[src/rtl/systolic_pkg.sv]
// Shared types for the systolic chain sequencer: ctrl word layout, op codes
// and sequencer FSM states.
package systolic_pkg;

  localparam int unsigned CTRL_W = 9;
  localparam int unsigned IDX_W  = 6;

  typedef enum logic [1:0] {
    OP_NOP     = 2'd0,
    OP_LOAD_W  = 2'd1,
    OP_COMPUTE = 2'd2,
    OP_FLUSH   = 2'd3
  } ctrl_op_e;

  // Ctrl word: [8]=vld, [7:6]=op, [5:0]=index (weight row / iact idx mod 64)
  typedef struct packed {
    logic               vld;
    ctrl_op_e           op;
    logic [IDX_W-1:0]   idx;
  } ctrl_word_t;

  localparam ctrl_word_t CTRL_NOP = '{vld: 1'b0, op: OP_NOP, idx: '0};

  typedef enum logic [1:0] {
    S_IDLE    = 2'd0,
    S_LOAD    = 2'd1,
    S_COMPUTE = 2'd2,
    S_DRAIN   = 2'd3
  } state_e;

  // Build a valid ctrl word for the given op and index.
  function automatic ctrl_word_t mk_ctrl(input ctrl_op_e op, input logic [IDX_W-1:0] idx);
    ctrl_word_t w;
    w.vld = 1'b1;
    w.op  = op;
    w.idx = idx;
    return w;
  endfunction

endpackage

[src/rtl/seq_tag_pipe.sv]
// Delay line for "COMPUTE issued" tags. A tag entering on bit_i appears on
// tail_o LEN cycles later; feed_o is the bit that will be in the tail after
// the next edge, so the parent can capture data on that same edge.
module seq_tag_pipe #(
  parameter int unsigned LEN = 9
) (
  input  logic clk,
  input  logic rst_n,
  input  logic bit_i,
  output logic tail_o,
  output logic feed_o
);

  logic [LEN-1:0] pipe_q;
  logic [LEN-1:0] pipe_d;
  logic [LEN:0]   ext;

  // Shift the new tag in at the bottom; works for LEN=1 as well.
  always_comb begin
    ext    = {pipe_q, bit_i};
    pipe_d = ext[LEN-1:0];
  end

  assign feed_o = ext[LEN-1];
  assign tail_o = pipe_q[LEN-1];

  // Delay line register, cleared by reset so no stale tags survive a job abort.
  always_ff @(posedge clk or negedge rst_n) begin
    if (!rst_n) begin
      pipe_q <= '0;
    end else begin
      pipe_q <= pipe_d;
    end
  end

endmodule

[src/rtl/systolic_array_seq.sv]
// Sequencer for one chain of systolic routers. Loads weights, streams input
// activations and drains the chain, driving router 0's ctrl/iact bus from
// registers. A delayed issue tag marks when each psum leaves the chain tail.
//
// Handshake: a word transfers on a rising edge where in_valid && in_ready.
// in_ready is high only in LOAD and COMPUTE and does not depend on in_valid;
// res_valid has no backpressure.
module systolic_array_seq
  import systolic_pkg::*;
#(
  parameter int unsigned I_WIDTH    = 8,
  parameter int unsigned P_WIDTH    = 20,
  parameter int unsigned CTRL_WIDTH = 9,
  parameter int unsigned DEPTH      = 8,
  parameter int unsigned PE_LAT     = 1,
  parameter int unsigned CNT_W      = 8
) (
  input  logic                  clk,
  input  logic                  rst_n,
  input  logic                  cfg_start,
  input  logic [CNT_W-1:0]      cfg_n_wt,
  input  logic [CNT_W-1:0]      cfg_n_iact,
  output logic                  busy,
  output logic                  done,
  input  logic                  in_valid,
  input  logic [I_WIDTH-1:0]    in_data,
  output logic                  in_ready,
  output logic [CTRL_WIDTH-1:0] arr_ctrl,
  output logic [I_WIDTH-1:0]    arr_iact,
  input  logic [P_WIDTH-1:0]    arr_psum,
  output logic                  res_valid,
  output logic [P_WIDTH-1:0]    res_data,
  output state_e                dbg_state_o
);

  localparam int unsigned LAT    = DEPTH + PE_LAT;
  localparam int unsigned DCNT_W = $clog2(LAT + 1);

  state_e             state_q;
  logic [CNT_W-1:0]   n_wt_q;
  logic [CNT_W-1:0]   n_iact_q;
  logic [CNT_W-1:0]   cnt_q;
  logic [DCNT_W-1:0]  dcnt_q;
  ctrl_word_t         arr_ctrl_q;
  logic [I_WIDTH-1:0] arr_iact_q;
  logic               done_q;
  logic [P_WIDTH-1:0] res_data_q;

  logic xfer;
  logic last_wt;
  logic last_iact;
  logic issue;
  logic tag_tail;
  logic tag_feed;

  // Handshake and end-of-phase decode.
  always_comb begin
    in_ready  = (state_q == S_LOAD) || (state_q == S_COMPUTE);
    xfer      = in_valid && in_ready;
    last_wt   = (cnt_q == n_wt_q - CNT_W'(1));
    last_iact = (cnt_q == n_iact_q - CNT_W'(1));
    issue     = arr_ctrl_q.vld && (arr_ctrl_q.op == OP_COMPUTE);
  end

  // Job FSM with counters and registered array-edge outputs.
  always_ff @(posedge clk or negedge rst_n) begin
    if (!rst_n) begin
      state_q    <= S_IDLE;
      n_wt_q     <= '0;
      n_iact_q   <= '0;
      cnt_q      <= '0;
      dcnt_q     <= '0;
      arr_ctrl_q <= CTRL_NOP;
      arr_iact_q <= '0;
      done_q     <= 1'b0;
    end else begin
      done_q     <= 1'b0;
      arr_ctrl_q <= CTRL_NOP;
      case (state_q)
        S_IDLE: begin
          if (cfg_start) begin
            n_wt_q   <= cfg_n_wt;
            n_iact_q <= cfg_n_iact;
            cnt_q    <= '0;
            dcnt_q   <= '0;
            if (cfg_n_wt != '0)        state_q <= S_LOAD;
            else if (cfg_n_iact != '0) state_q <= S_COMPUTE;
            else                       state_q <= S_DRAIN;
          end
        end
        S_LOAD: begin
          if (xfer) begin
            arr_ctrl_q <= mk_ctrl(OP_LOAD_W, cnt_q[IDX_W-1:0]);
            arr_iact_q <= in_data;
            if (last_wt) begin
              cnt_q   <= '0;
              state_q <= (n_iact_q != '0) ? S_COMPUTE : S_DRAIN;
            end else begin
              cnt_q <= cnt_q + CNT_W'(1);
            end
          end
        end
        S_COMPUTE: begin
          if (xfer) begin
            arr_ctrl_q <= mk_ctrl(OP_COMPUTE, cnt_q[IDX_W-1:0]);
            arr_iact_q <= in_data;
            if (last_iact) begin
              cnt_q   <= '0;
              state_q <= S_DRAIN;
            end else begin
              cnt_q <= cnt_q + CNT_W'(1);
            end
          end
        end
        S_DRAIN: begin
          // First DRAIN edge emits FLUSH; done lands LAT cycles after it.
          if (dcnt_q == '0) begin
            arr_ctrl_q <= mk_ctrl(OP_FLUSH, '0);
          end
          if (dcnt_q == DCNT_W'(LAT)) begin
            dcnt_q  <= '0;
            done_q  <= 1'b1;
            state_q <= S_IDLE;
          end else begin
            dcnt_q <= dcnt_q + DCNT_W'(1);
          end
        end
        default: state_q <= S_IDLE;
      endcase
    end
  end

  seq_tag_pipe #(
    .LEN (LAT)
  ) u_tag_pipe (
    .clk    (clk),
    .rst_n  (rst_n),
    .bit_i  (issue),
    .tail_o (tag_tail),
    .feed_o (tag_feed)
  );

  // Capture the tail psum on the edge its tag reaches the end of the pipe.
  always_ff @(posedge clk or negedge rst_n) begin
    if (!rst_n) begin
      res_data_q <= '0;
    end else if (tag_feed) begin
      res_data_q <= arr_psum;
    end
  end

  assign busy        = (state_q != S_IDLE);
  assign done        = done_q;
  assign arr_ctrl    = arr_ctrl_q;
  assign arr_iact    = arr_iact_q;
  assign res_valid   = tag_tail;
  assign res_data    = res_data_q;
  assign dbg_state_o = state_q;

endmodule
[config.mk]
export PLATFORM = sky130hd
export DESIGN_NAME = systolic_array_seq
export DESIGN_NICKNAME = d
export VERILOG_FILES = /design/src/rtl/systolic_pkg.sv /design/src/rtl/seq_tag_pipe.sv /design/src/rtl/systolic_array_seq.sv
export SDC_FILE = /design/constraint.sdc
export NUM_CORES = 1
export LEC_CHECK = 0
export ABC_AREA = 0
export CAP_MARGIN = 20
export CORE_ASPECT_RATIO = 1.4
export CORE_MARGIN = 2
export CORE_UTILIZATION = 49
export CTS_CLUSTER_SIZE = 40
export DETAILED_ROUTE_END_ITERATION = 10
export PLACE_DENSITY = 0.9
export SETUP_SLACK_MARGIN = 0.3
export SLEW_MARGIN = 20
export SYNTH_ARGS = -nofsm -noshare
export SYNTH_HDL_FRONTEND = slang
export SYNTH_SLANG_ARGS = --single-unit
[constraint.sdc]
create_clock -name clk -period 3.6 [get_ports clk]
set_clock_uncertainty 0.1 [all_clocks]
set_input_delay 1.08 -clock clk [delete_from_list [all_inputs] [get_ports clk]]
set_output_delay 1.08 -clock clk [all_outputs]
set_load 0.01 [all_outputs]
Yosys cells after proc, flatten, opt, wreduce, memory -nomap -nowiden
Index checks and enable logic that the tools add are counted.
{"block": "word_totals", "reg_bits": 77, "inputBits": 48, "output_inout_bits": 43, "word_cells": 71}
{"block": "op_classes", "addsub": 4, "n_eq_ne": 13, "muxes": 25, "n_reduce_logical": 17}
{"cell": "2-to-1 mux 8 bit", "n": 5}
{"cell": "2-to-1 mux 9 bit", "n": 3}
{"cell": "case mux 9 bit (3 select lines)", "n": 1}
{"cell": "case mux 8 bit (3 select lines)", "n": 1}
{"cell": "nonzero test 8 bit", "n": 3}
{"cell": "== test 8 bit", "n": 2}
{"cell": "subtractor 8 x 1 -> 8 bit, second input constant", "n": 2}
{"cell": "2-to-1 mux 2 bit", "n": 7}
{"cell": "inequality test 2 bit, second input constant", "n": 6}
{"cell": "adder 8 x 1 -> 8 bit, second input constant", "n": 1}
{"cell": "2-to-1 mux 4 bit", "n": 2}
{"cell": "case mux 2 bit (4 select lines)", "n": 1}
{"cell": "case mux 4 bit (2 select lines)", "n": 1}
{"cell": "== test 2 bit, second input constant", "n": 3}
{"cell": "AND reduction 2 bit", "n": 3}
{"cell": "AND reduction 6 bit", "n": 1}
{"cell": "adder 4 x 1 -> 4 bit, second input constant", "n": 1}
{"cell": "== test 4 bit, second input constant", "n": 1}
{"cell": "zero test 4 bit", "n": 1}
{"cell": "2-to-1 mux 1 bit", "n": 4}
{"cell": "AND reduction 4 bit", "n": 1}
{"cell": "nonzero test 2 bit", "n": 2}
{"cell": "nonzero test 3 bit", "n": 1}
{"cell": "== test 2 x 1 -> 1 bit, second input constant", "n": 1}
{"cell": "4 further kinds", "n": 5}

Longest topological paths before layout
Gate-level depths: netlist of the first run.
{"block": "logic_depth", "word_depth": 5, "depth_mapped": 9, "mapped_depth_nobuf": 9}

Modules after synthesis
A second synthesis of the first run with hierarchy kept.
{"block": "hier_totals", "cells_unflattened": 316, "area_unflattened_um2": 3643.5}
{"module": "systolic_array_seq", "instances": 1, "cells_per_inst": 307, "area_each_um2": 3418.3, "seq_area_each_um2": 1701.6}
{"module": "seq_tag_pipe", "instances": 1, "cells_per_inst": 9, "area_each_um2": 225.2, "seq_area_each_um2": 225.2}

Worst setup path after synthesis of the first run
OpenSTA, ideal clock, no wires.
{"block": "synth_timing", "path_type": "register to register", "start": "register n_wt_q[0]", "end": "register cnt_q[6]", "setup_time_ns": 0.126, "t_arrival_ns": 2.595, "required_time_ns": 3.374, "path_slack_ns": 0.779, "path_stages_with_launch": 10, "path_buffers": 0, "period_less_slack_ns": 2.821, "path_cell_list": "dfrtp_1 -> inv_1 -> ha_1 -> or3b_1 -> or4_1 -> a2111oi_2 -> o311ai_1 -> a32oi_4 -> nor2_4 -> a221o_1"}
{"block": "synth_between", "elab_chain_cells": 5}
{"item": "from (decl)", "line_no": "systolic_array_seq.sv:40", "text": "logic [CNT_W-1:0] n_wt_q;"}
{"item": "from (signal assigned)", "line_no": "systolic_array_seq.sv:82", "text": "n_wt_q <= cfg_n_wt;"}
{"item": "subtractor 8 x 1 -> 8 bit", "line_no": "systolic_array_seq.sv:60", "text": "last_wt = (cnt_q == n_wt_q - CNT_W'(1));"}
{"item": "== test 8 bit", "line_no": "systolic_array_seq.sv:60"}
{"item": "2-to-1 mux 8 bit", "line_no": "systolic_array_seq.sv:95", "text": "if (last_wt) begin"}
{"item": "2-to-1 mux 8 bit", "line_no": "systolic_array_seq.sv:92", "text": "if (xfer) begin"}
{"item": "case mux 8 bit (3 select lines)", "line_no": "systolic_array_seq.sv:79", "text": "case (state_q)"}
{"item": "to (signal assigned)", "line_no": "systolic_array_seq.sv:99", "text": "cnt_q <= cnt_q + CNT_W'(1);"}
{"item": "to (signal assigned)", "line_no": "systolic_array_seq.sv:111", "text": "cnt_q <= cnt_q + CNT_W'(1);"}
{"item": "to (decl)", "line_no": "systolic_array_seq.sv:42", "text": "logic [CNT_W-1:0] cnt_q;"}
Every way passes these cells. The select of a mux whose other input is x is not followed.
A chain may end at the register's enable or synchronous reset.

Final worst setup path of the first run
{"block": "layout_timing", "start": "register state_q[1], in the netlist dbg_state_o[1]", "end": "output busy"}
{"block": "layout_between", "elab_chain_cells": 1}
{"item": "from (decl)", "line_no": "systolic_array_seq.sv:39", "text": "state_e state_q;"}
{"item": "from (signal assigned)", "line_no": "systolic_array_seq.sv:97", "text": "state_q <= (n_iact_q != '0) ? S_COMPUTE : S_DRAIN;"}
{"item": "nonzero test 2 bit", "line_no": "systolic_array_seq.sv:152", "text": "assign busy = (state_q != S_IDLE);"}
{"item": "to (decl)", "line_no": "systolic_array_seq.sv:23", "text": "output logic busy,"}
Every way passes these cells.

==> summary.md, run 1 <==
| Metric | Value |
|---|---|
| Final Util | 67.10% |
| ANT cells | 0 |
| CP max FO | 10 |
| Clock Latency Late Sink | ~0.35 ns |
| Crit path largest cell delay | between 0.5 and 0.6 ns |
| Total track usage | a little over a fifth |
| Root Buffer | clkbuf_8 |
| Placer congestion estimate | 0.8127 |
| Final period util | 87.67% |
| Slowest CP cell | clkdlybuf4s50_1 |
| ANT nets after route | 0 |
| Core area | 7268 µm² |
| RSZ-0062 raised after global routing | no |
| Post_cts resized | 0 |
| Met2 WL | approximately 4.4 mm |
| EDFF count, synth | 0 |
| Final WL | about 8.4 mm |
| IO buf count | 90 |
| Top sig layer | met4 |
| Hold Path Class | reg2reg |
| Layout cell share with drive strength beyond 1 | 17.40% |
| Final setup margin | about 0.44 ns |
| H-tree depth | 3 |
| Gate Count Post-Synth | between 300 and 400 |
| Final HPWL DP | 6.274 mm |
| Placed Cells | 489 |
| Hold-fix buffers, CTS | 0 |
| #FFs+latches synth | 77 |
| Vias in the first global route | 2822 |
| Net load switching power | 631.3 µW |
| Num CTS Buffers | 9 |
| Layout Area Growth over Synthesis | 33.72% |
| Internal Power | 1679 µW |
| Worst Path Arrival | 1.98 ns |
| Metal3 WL | 498 µm |
| First-pass GRT wire length | between 10 and 15 mm |
| Tmin final | 3.156 ns |
| Syn_nets | ~370 |
| Final net count | 461 |
| Die area | 8159 µm² |
| Pwr/cell area | 473.6 nW/µm² |
| Crit-path most repeated cell | inv_1 |
| Grt ovf | 0 |
| Post-CTS Repair Setup Buffers | 0 |
| Worst endpoint required time | about 2.4 ns |
| Final Hold Vio Count | 0 |
| VDD IR max | 0.0002663 V |
| # setup viols final | 0 |
| Clock power frac | 31.3% |
| Slew @ Worst Pin | 0.8106 ns |
| Number of remaining DRC errors | 0 |
| Non-filler cells, final | 505 |
| FFs w/ async S/R, synth | 100.0% |
| DR vias/cell | around 5.5 |
| WL per Instance | roughly 17 µm |
| Synthesized area | 3647 µm² |
| Top-Level Pins | 91 |
| Fmax | 316.8 MHz |
| Dpl ws | 0.5745 ns |
| Total Power | 2310 µW |
| Final Slew Violations | 0 |
| Reg clk slew, reported paths | around 0.080 ns |
| DRT iter0 DRCs | 225 |
| Die W | 76.92 µm |
| Reg power frac | 47.4% |
| Status | finished, final reports clean |
| Post-synthesis sequential area ratio | 52.83% |
| Via count | 2782 |
| FP Rows | 37 |
| Relative slew margins | 45.96% |
| Sw Ratio | 27.33% |
| Synth Area per Inst | about 12 µm² |
| Initial antenna violation count | 0 |
| Largest net degree at the start of global routing | 29 |
| Main synth FF type | dfrtp_1 |
| Post-synth cell types | 52 |
| CTS Sinks | 77 |
| Initial Util | 50.18% |
| Maximum clock insertion buffer count | 2 |
| Cell breakdown of the critical path | inv_1 -> ha_1 -> inv_1 -> clkdlybuf4s50_1 |
| Critical path capture point type | output port |
| Combinational power share | a little over a fifth |
| Startpoint Class | flop |
| Max cap viols | 0 |
| Yosys warning count | 0 |
| Lkg Pwr | 0.002144 µW |
| Setup CP Type | reg2out |
| Met1 WL | 3.315 mm |
| CTS tree | done |
| Pre-antenna DRT Iters | 4 |
| Die Y | 106.1 µm |
| Setup_tns | 0 ns |
## final timing paths
kind	to	startpoint	slack, ns	cells after the start
setup / recovery	busy	dbg_state_o[1]	0.44	4
hold / removal	u_tag_pipe.pipe_q[7]	u_tag_pipe.pipe_q[6]	0.25	0
setup reg to reg	cnt_q[6]	n_wt_q[0]	0.57	9
hold reg to reg	u_tag_pipe.pipe_q[7]	u_tag_pipe.pipe_q[6]	0.25	0
max in group asynchronous	res_data[3]	rst_n	1.99	2
min in group asynchronous	res_data[0]	rst_n	0.63	1
## kinds of logic (layout without fill, tap and decap cells)
group	Yosys count	in the layout	synth area share, %
AO/OA/AOI/OAI	42	42	8.714
XOR/XNOR	15	15	3.602
adder cells (fa/ha/maj)	10	10	3.431
buffers and inverters	20	120	2.093
flip-flops	77	77	52.83
multiplexers	48	48	14.75
AND/OR/NAND/NOR	96	96	14.58
## power by group through the flow
stage	Clock, µW	Sequential [µW]	Combinational, µW
after floorplan	0	1060	277
after global routing	778	1110	530
after detailed placement	0	1110	496
after global placement	0	1100	474
final	724	1090	492
after CTS	737	1090	497
## placed cells by master (no fill, tap or decap), types with 4 or more instances in the layout
cell type        count
clkdlybuf4s50_1     89
dfrtp_1             77
mux2_2              46
nor2_1              20
nand2_1             17
xnor2_1             12
inv_1               11
o21ai_0             11
ha_1                10
clkbuf_8            10
and2_1               9
nand3_1              7
nor3_1               6
a21oi_1              6
nor2b_1              5
nand4_1              4
nand2b_1             4
nor4_1               4
and3_1               4
a22o_1               4
## synth_stat cells, drive strengths merged, types with 4 or more instances
cell type / count / share of area, %
nor2b: 5 / 0.86
o21ai: 12 / 1.6
clkbuf: 7 / 0.72
nand2b: 4 / 0.69
and2: 9 / 1.5
xnor2: 12 / 2.9
dfrtp: 77 / 53
inv: 11 / 1.1
and3: 4 / 0.69
a21oi: 6 / 0.82
nor4: 4 / 0.69
nand3: 7 / 0.96
ha: 10 / 3.4
nand4: 4 / 0.69
a22o: 4 / 0.96
mux2: 46 / 14
nor3: 6 / 0.82
nand2: 17 / 1.7
nor2: 21 / 2.4
## layout make-up
class	count	area, µm²
fillers	546	2391
flip-flops and latches	77	1927
multi-input cells	211	1644
repair buffers	93	918.4
clock buffers	11	141.4
well taps	97	121.4
clock inverters	5	83.83
inverters	11	41.29
## layer usage
metal | up-vias | global-route usage [%]
met2 | 122 | 37.34
met4 | 0 | 12.08
li1 | 1301 | -
met5 | - | 0
met1 | 1341 | 25.04
met3 | 18 | 4.499
## sequential cells by signal, indices dropped and copies added, names as in the netlist
signal / cells
res_data: 20
arr_iact: 8
arr_ctrl: 9
dbg_state_o: 2
n_wt_q: 8
done: 1
n_iact_q: 8
u_tag_pipe.pipe_q: 9
cnt_q: 8
dcnt_q: 4
## through the flow
stage                     hold WS (ns)  cell area [µm²]
final                           0.2548             4877
after global routing            0.2691             4877
after CTS                       0.2624             4877
after detailed placement        0.2363             4652
after global placement          0.2349             4652
after floorplan                 0.2312             3647
## critical path, delay by kind of cell, from the launching register on
kind / cells / cell delay, ns
buffers and inverters: 3 / 0.79
flip-flops: 1 / 0.42
adder cells (fa/ha/maj): 1 / 0.42
Note: power is estimated with default switching activity, not from simulation.
==> run 2: changes to the inputs <==
Settings changed: CTS_CLUSTER_DIAMETER set to 40, SKIP_LAST_GASP set to 1.
==> results of run 2 <==
Same layout as run 1: the final DEF is identical, and so are final timing and power.
